==> config.mk <==
export PLATFORM = sky130hd
export DESIGN_NAME = serdes_rr_arbiter
export DESIGN_NICKNAME = d
export VERILOG_FILES = /design/src/rtl/serdes_rr_arbiter_pkg.sv /design/src/rtl/serdes_rr_arbiter_rr_pick.sv /design/src/rtl/serdes_rr_arbiter.sv
export SDC_FILE = /design/constraint.sdc
export NUM_CORES = 1
export LEC_CHECK = 0
export CORE_AREA = 2 2 164 166
export CTS_CLUSTER_DIAMETER = 40
export DETAILED_ROUTE_END_ITERATION = 12
export DIE_AREA = 0 0 166 168
export PLACE_DENSITY_LB_ADDON = 0.1
export SLEW_MARGIN = 20
export SYNTH_ARGS = -nofsm -noshare
export SYNTH_HDL_FRONTEND = slang
export SYNTH_SLANG_ARGS = --single-unit
export TNS_END_PERCENT = 100
==> constraint.sdc <==
create_clock -name clk_i -period 6.8 [get_ports clk_i]
set_input_delay 2.04 -clock clk_i [delete_from_list [all_inputs] [get_ports clk_i]]
set_output_delay 2.04 -clock clk_i [all_outputs]
set_load 0.05 [all_outputs]
==> src/rtl/serdes_rr_arbiter_pkg.sv <==
// Shared types and constants for the serdes round-robin arbiter.
package serdes_rr_arbiter_pkg;

    localparam int WORD_W = 64;

    typedef enum logic {
        ST_IDLE,
        ST_ACTIVE
    } arb_state_e;

    // Transfer direction latched at grant; both bits set means swap.
    typedef struct packed {
        logic is_des;
        logic is_ser;
    } xfer_mode_t;

endpackage

==> src/rtl/serdes_rr_arbiter_rr_pick.sv <==
// Combinational cyclic priority picker: first pending requester at or after ptr wins.
module rr_pick #(
    parameter int NUM_REQ = 3,
    parameter int IDX_W   = $clog2(NUM_REQ)
) (
    input  logic [NUM_REQ-1:0] pend_i,
    input  logic [IDX_W-1:0]   ptr_i,
    output logic [NUM_REQ-1:0] gnt_o,
    output logic [IDX_W-1:0]   idx_o,
    output logic               any_o
);

    int j;

    always_comb begin
        gnt_o = '0;
        idx_o = '0;
        any_o = 1'b0;
        j     = 0;
        for (int k = 0; k < NUM_REQ; k++) begin
            // ptr is always below NUM_REQ, so a single wrap suffices
            j = int'(ptr_i) + k;
            if (j >= NUM_REQ) j = j - NUM_REQ;
            if (!any_o && pend_i[j]) begin
                any_o    = 1'b1;
                idx_o    = IDX_W'(j);
                gnt_o[j] = 1'b1;
            end
        end
    end

endmodule

==> src/rtl/serdes_rr_arbiter.sv <==
// Round-robin arbiter sharing one N-word serdes between NUM_REQ requesters.
module serdes_rr_arbiter
    import serdes_rr_arbiter_pkg::*;
#(
    parameter  int NUM_REQ = 3,
    parameter  int N       = 4,
    localparam int IDX_W   = $clog2(NUM_REQ),
    localparam int CNT_W   = (N > 1) ? $clog2(N) : 1
) (
    input  logic                      clk_i,
    input  logic                      rst_ni,
    input  logic [NUM_REQ-1:0]        req_startDes_i,
    input  logic [NUM_REQ-1:0]        req_startSer_i,
    output logic [NUM_REQ-1:0]        req_canReceive_o,
    input  logic [NUM_REQ*WORD_W-1:0] req_des_i,
    input  logic [NUM_REQ-1:0]        req_des_isReady_i,
    output logic [NUM_REQ-1:0]        req_des_canReceive_o,
    output logic [WORD_W-1:0]         req_ser_o,
    output logic [NUM_REQ-1:0]        req_ser_isReady_o,
    input  logic [NUM_REQ-1:0]        req_ser_canReceive_i,
    output logic                      req_isLast_o,
    output logic                      cmd_startDes_o,
    output logic                      cmd_startSer_o,
    input  logic                      cmd_canReceive_i,
    output logic [WORD_W-1:0]         sd_des_o,
    output logic                      sd_des_isReady_o,
    input  logic                      sd_des_canReceive_i,
    input  logic [WORD_W-1:0]         sd_ser_i,
    input  logic                      sd_ser_isReady_i,
    output logic                      sd_ser_canReceive_o,
    output logic                      busy_o,
    output logic [IDX_W-1:0]          owner_o
);

    arb_state_e         state_q;
    logic [IDX_W-1:0]   ptr_q, ptr_d;
    logic [IDX_W-1:0]   owner_q;
    xfer_mode_t         mode_q;
    logic [CNT_W-1:0]   cnt_q;

    logic [NUM_REQ-1:0] pend, pick_gnt;
    logic [IDX_W-1:0]   pick_idx;
    logic               pick_any;
    logic               grant, active, beat, last;
    logic [IDX_W-1:0]   eff_owner;
    xfer_mode_t         eff_mode;

    assign pend = req_startDes_i | req_startSer_i;

    rr_pick #(.NUM_REQ(NUM_REQ), .IDX_W(IDX_W)) u_pick (
        .pend_i (pend),
        .ptr_i  (ptr_q),
        .gnt_o  (pick_gnt),
        .idx_o  (pick_idx),
        .any_o  (pick_any)
    );

    // Gating with rst_ni keeps every output quiet while reset is held.
    assign active = (state_q == ST_ACTIVE);
    assign grant  = rst_ni & !active & pick_any & cmd_canReceive_i;

    always_comb begin
        eff_owner = grant ? pick_idx : owner_q;
        eff_mode  = '0;
        if (grant) begin
            eff_mode.is_des = req_startDes_i[pick_idx];
            eff_mode.is_ser = req_startSer_i[pick_idx];
        end else if (active) begin
            eff_mode = mode_q;
        end
    end

    assign ptr_d = (pick_idx == IDX_W'(NUM_REQ - 1)) ? '0 : pick_idx + 1'b1;

    // Routing is live in the grant cycle so the serdes can take beat 1 immediately.
    always_comb begin
        req_des_canReceive_o = '0;
        req_ser_isReady_o    = '0;
        sd_des_o             = req_des_i[eff_owner*WORD_W +: WORD_W];
        sd_des_isReady_o     = eff_mode.is_des & req_des_isReady_i[eff_owner];
        sd_ser_canReceive_o  = eff_mode.is_ser & req_ser_canReceive_i[eff_owner];
        req_des_canReceive_o[eff_owner] = eff_mode.is_des & sd_des_canReceive_i;
        req_ser_isReady_o[eff_owner]    = eff_mode.is_ser & sd_ser_isReady_i;
    end

    assign req_ser_o        = sd_ser_i;
    assign req_canReceive_o = grant ? pick_gnt : '0;
    assign cmd_startDes_o   = grant & eff_mode.is_des;
    assign cmd_startSer_o   = grant & eff_mode.is_ser;
    assign busy_o           = grant | active;
    assign owner_o          = eff_owner;

    // Swap transfers are paced by the des side.
    assign beat = eff_mode.is_des ? (sd_des_isReady_o & sd_des_canReceive_i)
                                  : (sd_ser_isReady_i & sd_ser_canReceive_o);
    assign last = beat & (cnt_q == CNT_W'(N - 1));
    assign req_isLast_o = last;

    always_ff @(posedge clk_i or negedge rst_ni) begin
        if (!rst_ni) begin
            state_q <= ST_IDLE;
            ptr_q   <= '0;
            owner_q <= '0;
            mode_q  <= '0;
            cnt_q   <= '0;
        end else begin
            case (state_q)
                ST_IDLE: begin
                    if (grant) begin
                        owner_q <= pick_idx;
                        mode_q  <= eff_mode;
                        ptr_q   <= ptr_d;
                        if (last) begin
                            cnt_q <= '0;
                        end else begin
                            cnt_q   <= cnt_q + CNT_W'(beat);
                            state_q <= ST_ACTIVE;
                        end
                    end
                end
                ST_ACTIVE: begin
                    if (last) begin
                        cnt_q   <= '0;
                        state_q <= ST_IDLE;
                    end else if (beat) begin
                        cnt_q <= cnt_q + 1'b1;
                    end
                end
                default: state_q <= ST_IDLE;
            endcase
        end
    end

endmodule

**Yosys cells after proc, flatten, opt, wreduce, memory -nomap -nowiden**

Cells that the tools add are included.

- Eq/ne operators: 4
- Reductions and logical operators: 11
- Mux-type cells: 51
- Bitwise logic cells: 19
- Order comparisons: 12
- Shifts and indexed selects: 1
- Add/subtract/negate cells: 8

Operators with widths:

| cell | count |
|---|---|
| 192-bit by 9-bit variable part select with 64-bit output | 1 |
| 32-bit by 1-bit >= comparator with 1-bit output (second input constant) | 3 |
| 32-bit by 4-bit less-than comparator with 1-bit output (second input constant) | 3 |
| 32-bit 2-to-1 mux | 3 |
| 32-bit by 3-bit >= comparator with 1-bit output (second input constant) | 2 |
| 32-bit by 3-bit subtractor with 32-bit output (second input constant) | 2 |
| 2-bit 2-to-1 mux | 11 |
| 1-bit 2-to-1 mux | 20 |
| 1-bit binary-select mux with 2-bit select | 7 |
| 1-bit bitwise AND | 12 |
| 3-bit 2-to-1 mux | 4 |
| 3-bit OR | 3 |
| 1-bit demux with 2-bit select | 4 |
| 3-bit bitwise AND | 2 |
| 1-bit logical AND | 6 |
| 2-bit by 3-bit less-than comparator with 1-bit output (second input constant) | 2 |
| 2-bit by 1-bit adder with 2-bit output (second input constant) | 2 |
| 2-bit equality test (second input constant) | 2 |
| 2-bit case mux with 2 select lines | 1 |
| 2-bit AND reduction | 2 |
| 2-bit by 1-bit adder with 3-bit output (second input constant) | 1 |
| 2-bit by 2-bit adder with 3-bit output (second input constant) | 1 |
| 1-bit logical NOT | 3 |
| 3-bit by 2-bit inequality test with 1-bit output (second input constant) | 1 |
| 8 further kinds | 8 |

- Word-level logic and storage cells: 112
- Input bits: 273
- Output and inout bits: 145
- Register bits: 9

**Depth between registers and ports, before layout**

Gate-level depths: netlist of the first run.

- Depth after elaboration: 24
- Gate-level depth with buffers: 16
- Mapped depth without buffers: 14

**By module**

A second synthesis of the first run with hierarchy kept.

- Cell total of the unflattened synthesis: 423
- Area total of the unflattened synthesis: 2925.3 um^2

By module, submodules not included:

| module | seq. area each (um^2) | cells an instance | area an instance (um^2) | times used |
|---|---|---|---|---|
| serdes_rr_arbiter | 225.2 | 371 | 2543.7 | 1 |
| rr_pick | 0.0 | 52 | 381.6 | 1 |

**Worst setup path after synthesis of the first run**

OpenSTA, ideal clock, no wires.

- Path kind: in2out
- From: in req_startSer_i[0]
- To: out sd_des_o[0]
- Required time: 4.760 ns
- Arrival time: 4.932 ns
- Cell stages on the path: 8
- Slack: -0.172 ns
- Cell sequence: or3b_1 a222oi_1 and3_1 nor2_1 buf_2 buf_2 mux2i_1 o21ai_0

- Word-level cells in the longest chain between the ends: 15

RTL lines:

| item | RTL line | RTL |
|---|---|---|
| from (decl) | serdes_rr_arbiter.sv:13 | `input logic [NUM_REQ-1:0] req_startSer_i,` |
| 3-bit OR * | serdes_rr_arbiter.sv:48 | `assign pend = req_startDes_i \| req_startSer_i;` |
| 1-bit binary-select mux with 2-bit select | serdes_rr_arbiter_rr_pick.sv:24 | `if (!any_o && pend_i[j]) begin` |
| 1-bit 2-to-1 mux (not written as such) (2 in series) | serdes_rr_arbiter_rr_pick.sv:24 |  |
| 1-bit 2-to-1 mux | serdes_rr_arbiter_rr_pick.sv:24 |  |
| 1-bit logical NOT | serdes_rr_arbiter_rr_pick.sv:24 |  |
| 1-bit logical AND | serdes_rr_arbiter_rr_pick.sv:24 |  |
| 1-bit 2-to-1 mux | serdes_rr_arbiter_rr_pick.sv:24 |  |
| 1-bit logical NOT | serdes_rr_arbiter_rr_pick.sv:24 |  |
| 1-bit logical AND | serdes_rr_arbiter_rr_pick.sv:24 |  |
| 1-bit 2-to-1 mux | serdes_rr_arbiter_rr_pick.sv:24 |  |
| 1-bit bitwise AND (2 in series) | serdes_rr_arbiter.sv:60 | `assign grant = rst_ni & !active & pick_any & cmd_canReceive_i;` |
| 2-bit 2-to-1 mux * | n/a |  |
| 192-bit by 9-bit variable part select with 64-bit output * | serdes_rr_arbiter.sv:79 | `sd_des_o = req_des_i[eff_owner*WORD_W +: WORD_W];` |
| to (decl) | serdes_rr_arbiter.sv:25 | `output logic [WORD_W-1:0] sd_des_o,` |

Mark *: on every way between the ends. The rest lies on a longest branch, timed or not. The select of a mux whose other input is x is not followed.

**Worst setup path after layout of the first run**

- From: in req_startSer_i[2]
- To: out sd_des_o[40]

Same word-level chain as after synthesis.

==> results.md, run 1 <==
- Status: completed
- Final ANT Viol Nets: 0
- # clock sinks: 9
- Longest Clk Path Bufs: 2
- Hold Fails Final Rpt: 0
- Fin crit period: approximately 6600 ps
- Post-Synthesis Cells: 432
- Chip Width: roughly 170 µm
- CP max FO: 39
- Ranking of synthesized cells by area: mux2i_1, buf_4, o21ai_0, nand2_1, dfrtp_1
- Mux cell area share after synthesis: 23.2%
- CP delay by family, top: buffers and inverters
- Internal: 1.29 mW
- Comb pwr share: 92.4%
- Critical path, cell by cell: clkdlybuf4s50_1 -> or4_1 -> a31oi_1 -> o211a_1 -> or2_2 -> buf_12 -> nand2_1 -> o21ai_0 -> buf_12
- Register share of total power: 3.7%
- Post-synthesis net count: 711
- Power Total: 2.74 mW
- CTS clk-pin slew, worst paths: 40 ps
- Worst path max stage delay: 520 ps
- Post-synthesis xor/xnor area fraction: 0%
- Maximum clock frequency: 151 MHz
- Worst-skew pair later-pin latency: 240 ps
- Vias in the first global route: 3,993
- Unrepaired setup endpoints after global routing: false
- First-pass DRT Iterations: 4
- Initial Util: 10.9%
- RePlAce Congestion: 0.862
- CTS tree: done
- R2r worst-path depth: 13
- Sw frac: 52.8%
- Post-synthesis simple-gate area fraction: 19.6%
- Largest family of logic cells by synthesized area: compound AO/OA/AOI/OAI gates
- Clk root buf: clkbuf_16
- Final Setup Violations: 0
- Synthesized-area fraction occupied by adder cells: 2.61%
- Distinct cells, synth: 46
- Slew margin rel.: 66.5%
- WL/cell: 18.0 µm
- EDFF count, synth: 0
- Avg Inst Size Synth: 6.65 µm²
- DR iter-0 viols: approximately 150
- Diode count: 0
- Design Area, Final: ~6700 µm²
- Worst VDD drop: 0.000190 V
- Power density over cell area: 411 nW/µm²
- CP required: 4760 ps
- Synth cell count leaders: nand2_1, o21ai_0, mux2i_1
- Crit end category: primary output
- Die area: 27,900 µm²
- # DRC: 0
- Synth area leader: mux2i_1
- Slew @ Worst Pin: ~500 ps
- Post-Syn Area: between 2000 and 3000 µm²
- Initial antenna violation count: 0
- Compound-Gate Fraction of Synth Area: roughly a quarter
- Share of layout cells above drive strength 1: about 18%
- DP HPWL: 15,500 µm
- First-pass GRT wire length: 25,500 µm
- Hold buffer count at cts: 0
- Worst path bufs/invs: 3
- Maxcap violations: 0
- Kind of critical path: input port to primary output
- Most frequent cell after synthesis: nand2_1
- Synth warnings: 0
- Most used cell, CP: buf_12
- CP startpoint kind: input port
- Fin crit share: 97.3%
- Clk network pwr share: 3.9%
- Synth top area share: 22.7%
- Die Y-Extent: 168 µm
- Levels on crit path: 9
- CP arrival: 4580 ps
- Leakage: 2.91 nW
- P_sw: 1.45 mW
- Std-Cell Rows: 60
- Hold depth: 2
- Port bufs: 289
- Ys flop type: dfrtp_1
- Clock Skews: 1.10 ps
- H-tree depth: 1
- GRT overflow: 0
- Vias per inst: 3.87
- Hold Path Class: flop to flop
- Gr usage total: 11.8%
- Core footprint: 26,400 µm²
- Routed via count: 3,845
- Final Max Slew Viols: 0
- Layout Nets: 933
- Slowest CP cell: or4_1
- Proportion of synthesized chip area in sequential cells: 7.84%
- Largest net degree at the start of global routing: 42
- WL final: 17,900 µm
- Async SR Flop Fraction: 100%
- TritonCTS buffer count: 3
- # IOs: 418
- Synthesis-to-finish area growth: 132%
- Flops & latches, synth: 9
- Dpl cell area: 6570 µm²
-- worst register-to-register path, cell delays in order (launching register included) --
cell and delay, ps:
dfrtp_1 400, inv_1 90, ha_1 470, or3b_1 390, a222oi_1 390, buf_4 210
a21boi_1 70, o221ai_1 300, a21boi_1 120, a32o_2 280, buf_4 160, ha_1 280
and3_1 160, a221o_1 320
-- power by group through the flow --
stage	clock network (mW)	logic, mW	registers [mW]
after floorplan	0	1.39	0.0904
after global placement	0	2.55	0.0999
after detailed placement	0	2.57	0.101
after CTS	0.111	2.57	0.101
after global routing	0.115	2.65	0.106
final	0.108	2.53	0.100
-- layout by cell type, fill, tap and decap left out, types with 9 or more instances in the layout --
| cell type | n |
|---|---|
| clkdlybuf4s50_1 | 206 |
| nand2_1 | 85 |
| buf_12 | 81 |
| mux2i_1 | 65 |
| o21ai_1 | 58 |
| buf_4 | 20 |
| o21ai_0 | 18 |
| nor2_1 | 17 |
| inv_1 | 14 |
| dfrtp_1 | 9 |
-- routing by layer --
layer  vias to the layer above  global-route usage, %  part of all wire (%)
met5                         -                      0                     0
met4                         0                  0.302                 0.022
met3                         2                   3.64                   7.5
met2                       188                   25.2                    59
met1                      1764                   11.5                    34
li1                       1891                      -                     -
-- logic make-up after synthesis --
family / Yosys count
multiplexers: 66
flip-flops: 9
adder cells (fa/ha/maj): 6
AND/OR/NAND/NOR: 131
AO/OA/AOI/OAI: 114
buffers and inverters: 106
-- state kept, by name, indices dropped and copies added (netlist names) --
signal,count
cnt_q,2
mode_q,2
owner_q,2
ptr_q,2
active,1
-- worst paths after layout --
kind                              startpoint            to  slack, ps
hold / removal                     mode_q[0]     mode_q[0]        480
min in group asynchronous             rst_ni     mode_q[0]       2130
hold reg to reg                    mode_q[0]     mode_q[0]        480
setup reg to reg                    ptr_q[0]      cnt_q[0]       3050
max in group asynchronous             rst_ni      ptr_q[0]       4520
setup / recovery           req_startSer_i[2]  sd_des_o[40]        180
-- stage by stage --
stage,instances,utilization [%],setup slack (ps),setup TNS (ps),hold WS (ps)
6_report,994,25.3,185,0,478
5_1_grt,994,25.3,6.22,0,535
3_3_place_gp,990,24.9,47.5,0,465
3_5_place_dp,990,24.9,49.8,0,466
4_1_cts,994,25.2,42.1,0,478
2_1_floorplan,432,-,-32.3,-64.6,447
-- layout make-up --
type | instances | area, µm²
clock buffers | 4 | 78.8
fillers | 2849 | 19700
inverters | 14 | 52.6
multi-input cells | 317 | 2020
flip-flops and latches | 9 | 225
well taps | 341 | 427
repair buffers | 309 | 3860
-- timing repair --
item | CTS | global route
endpoints found under the hold margin | 0 | 0
buffers inserted | 0 | 0
setup endpoints to repair | 0 | 9
resized for setup | 0 | 6
Power figures use the tool's default switching activity.
==> inputs of run 2 (changes only) <==
--- a/config.mk
+++ b/config.mk
@@ -9,6 +9,7 @@
 export CTS_CLUSTER_DIAMETER = 40
 export DETAILED_ROUTE_END_ITERATION = 12
 export DIE_AREA = 0 0 166 168
+export HOLD_SLACK_MARGIN = 0.08
 export PLACE_DENSITY_LB_ADDON = 0.1
 export SLEW_MARGIN = 20
 export SYNTH_ARGS = -nofsm -noshare
==> results of run 2 <==
No change in the layout: final DEF, timing and power equal those of run 1.
==> inputs of run 3 (changes only) <==
--- a/config.mk
+++ b/config.mk
@@ -5,10 +5,12 @@
 export SDC_FILE = /design/constraint.sdc
 export NUM_CORES = 1
 export LEC_CHECK = 0
-export CORE_AREA = 2 2 164 166
+export ABC_CLOCK_PERIOD_IN_PS = 6800
+export CELL_PAD_IN_SITES_DETAIL_PLACEMENT = 2
+export CELL_PAD_IN_SITES_GLOBAL_PLACEMENT = 2
+export CORE_UTILIZATION = 10
 export CTS_CLUSTER_DIAMETER = 40
 export DETAILED_ROUTE_END_ITERATION = 12
-export DIE_AREA = 0 0 166 168
 export HOLD_SLACK_MARGIN = 0.08
 export PLACE_DENSITY_LB_ADDON = 0.1
 export SLEW_MARGIN = 20
==> run 3 against run 2 <==
Against the previous run:
- final cell count increased by 4.6%
- clock power about the same
- total power rose by 3.4%
- utilization shrank 0.67 points
- first-iteration DRC count fell by 45%
- die area is 5.4% higher
- wire length is 12% higher
- setup slack lost 46 ps
- critical endpoint is now req_isLast_o
- largest cell class unchanged
==> results.md, run 3 (synthesis gave the netlist of run 1 again) <==
- Post-CTS Resized: 0
- Maximum clock frequency: around 150 MHz
- Vias in the first global route: 4,551
- Core footprint: ~28,000 µm²
- Fin crit share: roughly 98%
- CTS clk-pin slew, worst paths: 40 ps
- Hold Path Class: flop to flop
- Inst Count DP: a little over 1,000
- R2r worst-path depth: 16
- GRT overflow: 0
- Hold Fails Final Rpt: 0
- # clock sinks: 9
- Clk root buf: clkbuf_16
- Chip Width: around 170 µm
- DR iter-0 viols: 81
- Status: completed
- Kind of critical path: input port to primary output
- Hold_ws: ~480 ps
- CTS tree: done
- CP arrival: approximately 4600 ps
- Final ANT Viol Nets: 0
- Dpl cell area: 6690 µm²
- Diode count: 0
- Hold Crit Start: mode_q[1]
- Postcts setup bufs: 0
- # DRC: 0
- Worst r2r src: ptr_q[0]
- Die Y-Extent: around 170 µm
- Final Max Slew Viols: 0
- First-pass DRT Iterations: 4
- CP required: 4760 ps
- WL/cell: 19.3 µm
- Post-Route Utilization: 24.6%
- # IOs: 418
- RePlAce Congestion: 0.747
- Most frequent cells in the layout: clkdlybuf4s50_1, nand2_1, buf_12
- Power Total: 2.83 mW
- Leakage: 2.98 nW
- Std-Cell Rows: 61
- Crit end category: primary output
- Initial antenna violation count: 0
- Gr usage total: 12.9%
- Largest net degree at the start of global routing: 47
- Slew @ Worst Pin: roughly 500 ps
- Layout Nets: between 900 and 1,000
- Initial Util: 10.3%
- Hold depth: 2
- Unrepaired setup endpoints after global routing: false
- First-pass GRT wire length: 28,400 µm
- Worst-skew pair later-pin latency: 240 ps
- Worst VDD drop: 0.000147 V
- Final worst slack: 139 ps
- Die area: 29,400 µm²
- Power density over cell area: slightly above 400 nW/µm²
- H-tree depth: 1
- Port bufs: around 290
- Routed via count: around 4,000
- Cell Count, Final, Fillers Out: 1,040
- Vias per inst: 3.87
- Final Setup Violations: 0
- Post-route setup TNS: 0 ps
- TritonCTS buffer count: 3
- WL final: 20,000 µm
- Hold buffer count at cts: 0
- Maxcap violations: 0
- Design Area, Final: 6890 µm²
- Clock Skews: 0.483 ps
- WHS Endpoint: mode_q[1]
- Longest Clk Path Bufs: 2
- R2r setup slk: 2970 ps
- Fin crit period: between 6000 and 7000 ps
- Synthesis-to-finish area growth: 140%
- CP startpoint kind: input port
- Share of layout cells above drive strength 1: 23.3%
- Most common cell after layout, fill and taps aside: clkdlybuf4s50_1
- R2r endpoint: cnt_q[1]
- DP HPWL: 17,500 µm
- Dpl ws: ~63 ps
- Slew margin rel.: 66.8%
- CP max FO: 5
run 3: layout make-up:
class,instances,area (µm²)
Timing Repair Buffer,318,3940
Inverter,14,52.6
Tap cell,378,473
Sequential cell,9,225
Clock buffer,4,78.8
Fill cell,3200,21100
Multi-Input combinational cell,317,2120
run 3: layer usage:
layer  track usage [%]  vias up  part of all wire (%)
li1                  -     1914                     -
met1              13.6     1899                    36
met2              24.5      197                    53
met3              5.15       16                    10
met4              1.44        0                  0.73
met5                 0        -                     0
run 3: worst max-delay path: stages:
cell             delay, ps
clkdlybuf4s50_1        460
or3b_1                 390
a222oi_1               420
buf_4                  220
a21boi_1                70
o221ai_1               280
a21boi_1               120
a32o_2                 280
and2_1                 200
buf_12                 160
run 3: power by group:
group	switching (mW)	leakage [nW]	internal [mW]
clock network	0.0284	0.0382	0.0787
registers	0.0257	0.109	0.0763
logic	1.44	2.84	1.18
total	1.49	2.98	1.34
run 3: how the worst max path moves through the flow:
stage / end / slack, ps / start / cells past startpoint
2_1_floorplan: req_des_canReceive_o[1] / -30 / req_startSer_i[0] / 7
3_3_place_gp: req_isLast_o / 60 / req_startSer_i[0] / 10
3_5_place_dp: sd_des_o[13] / 60 / req_startSer_i[0] / 11
4_1_cts: sd_des_o[61] / 30 / req_startSer_i[0] / 11
5_1_grt: req_isLast_o / 0.2 / req_startDes_i[1] / 10
6_report: req_isLast_o / 140 / req_startSer_i[0] / 10
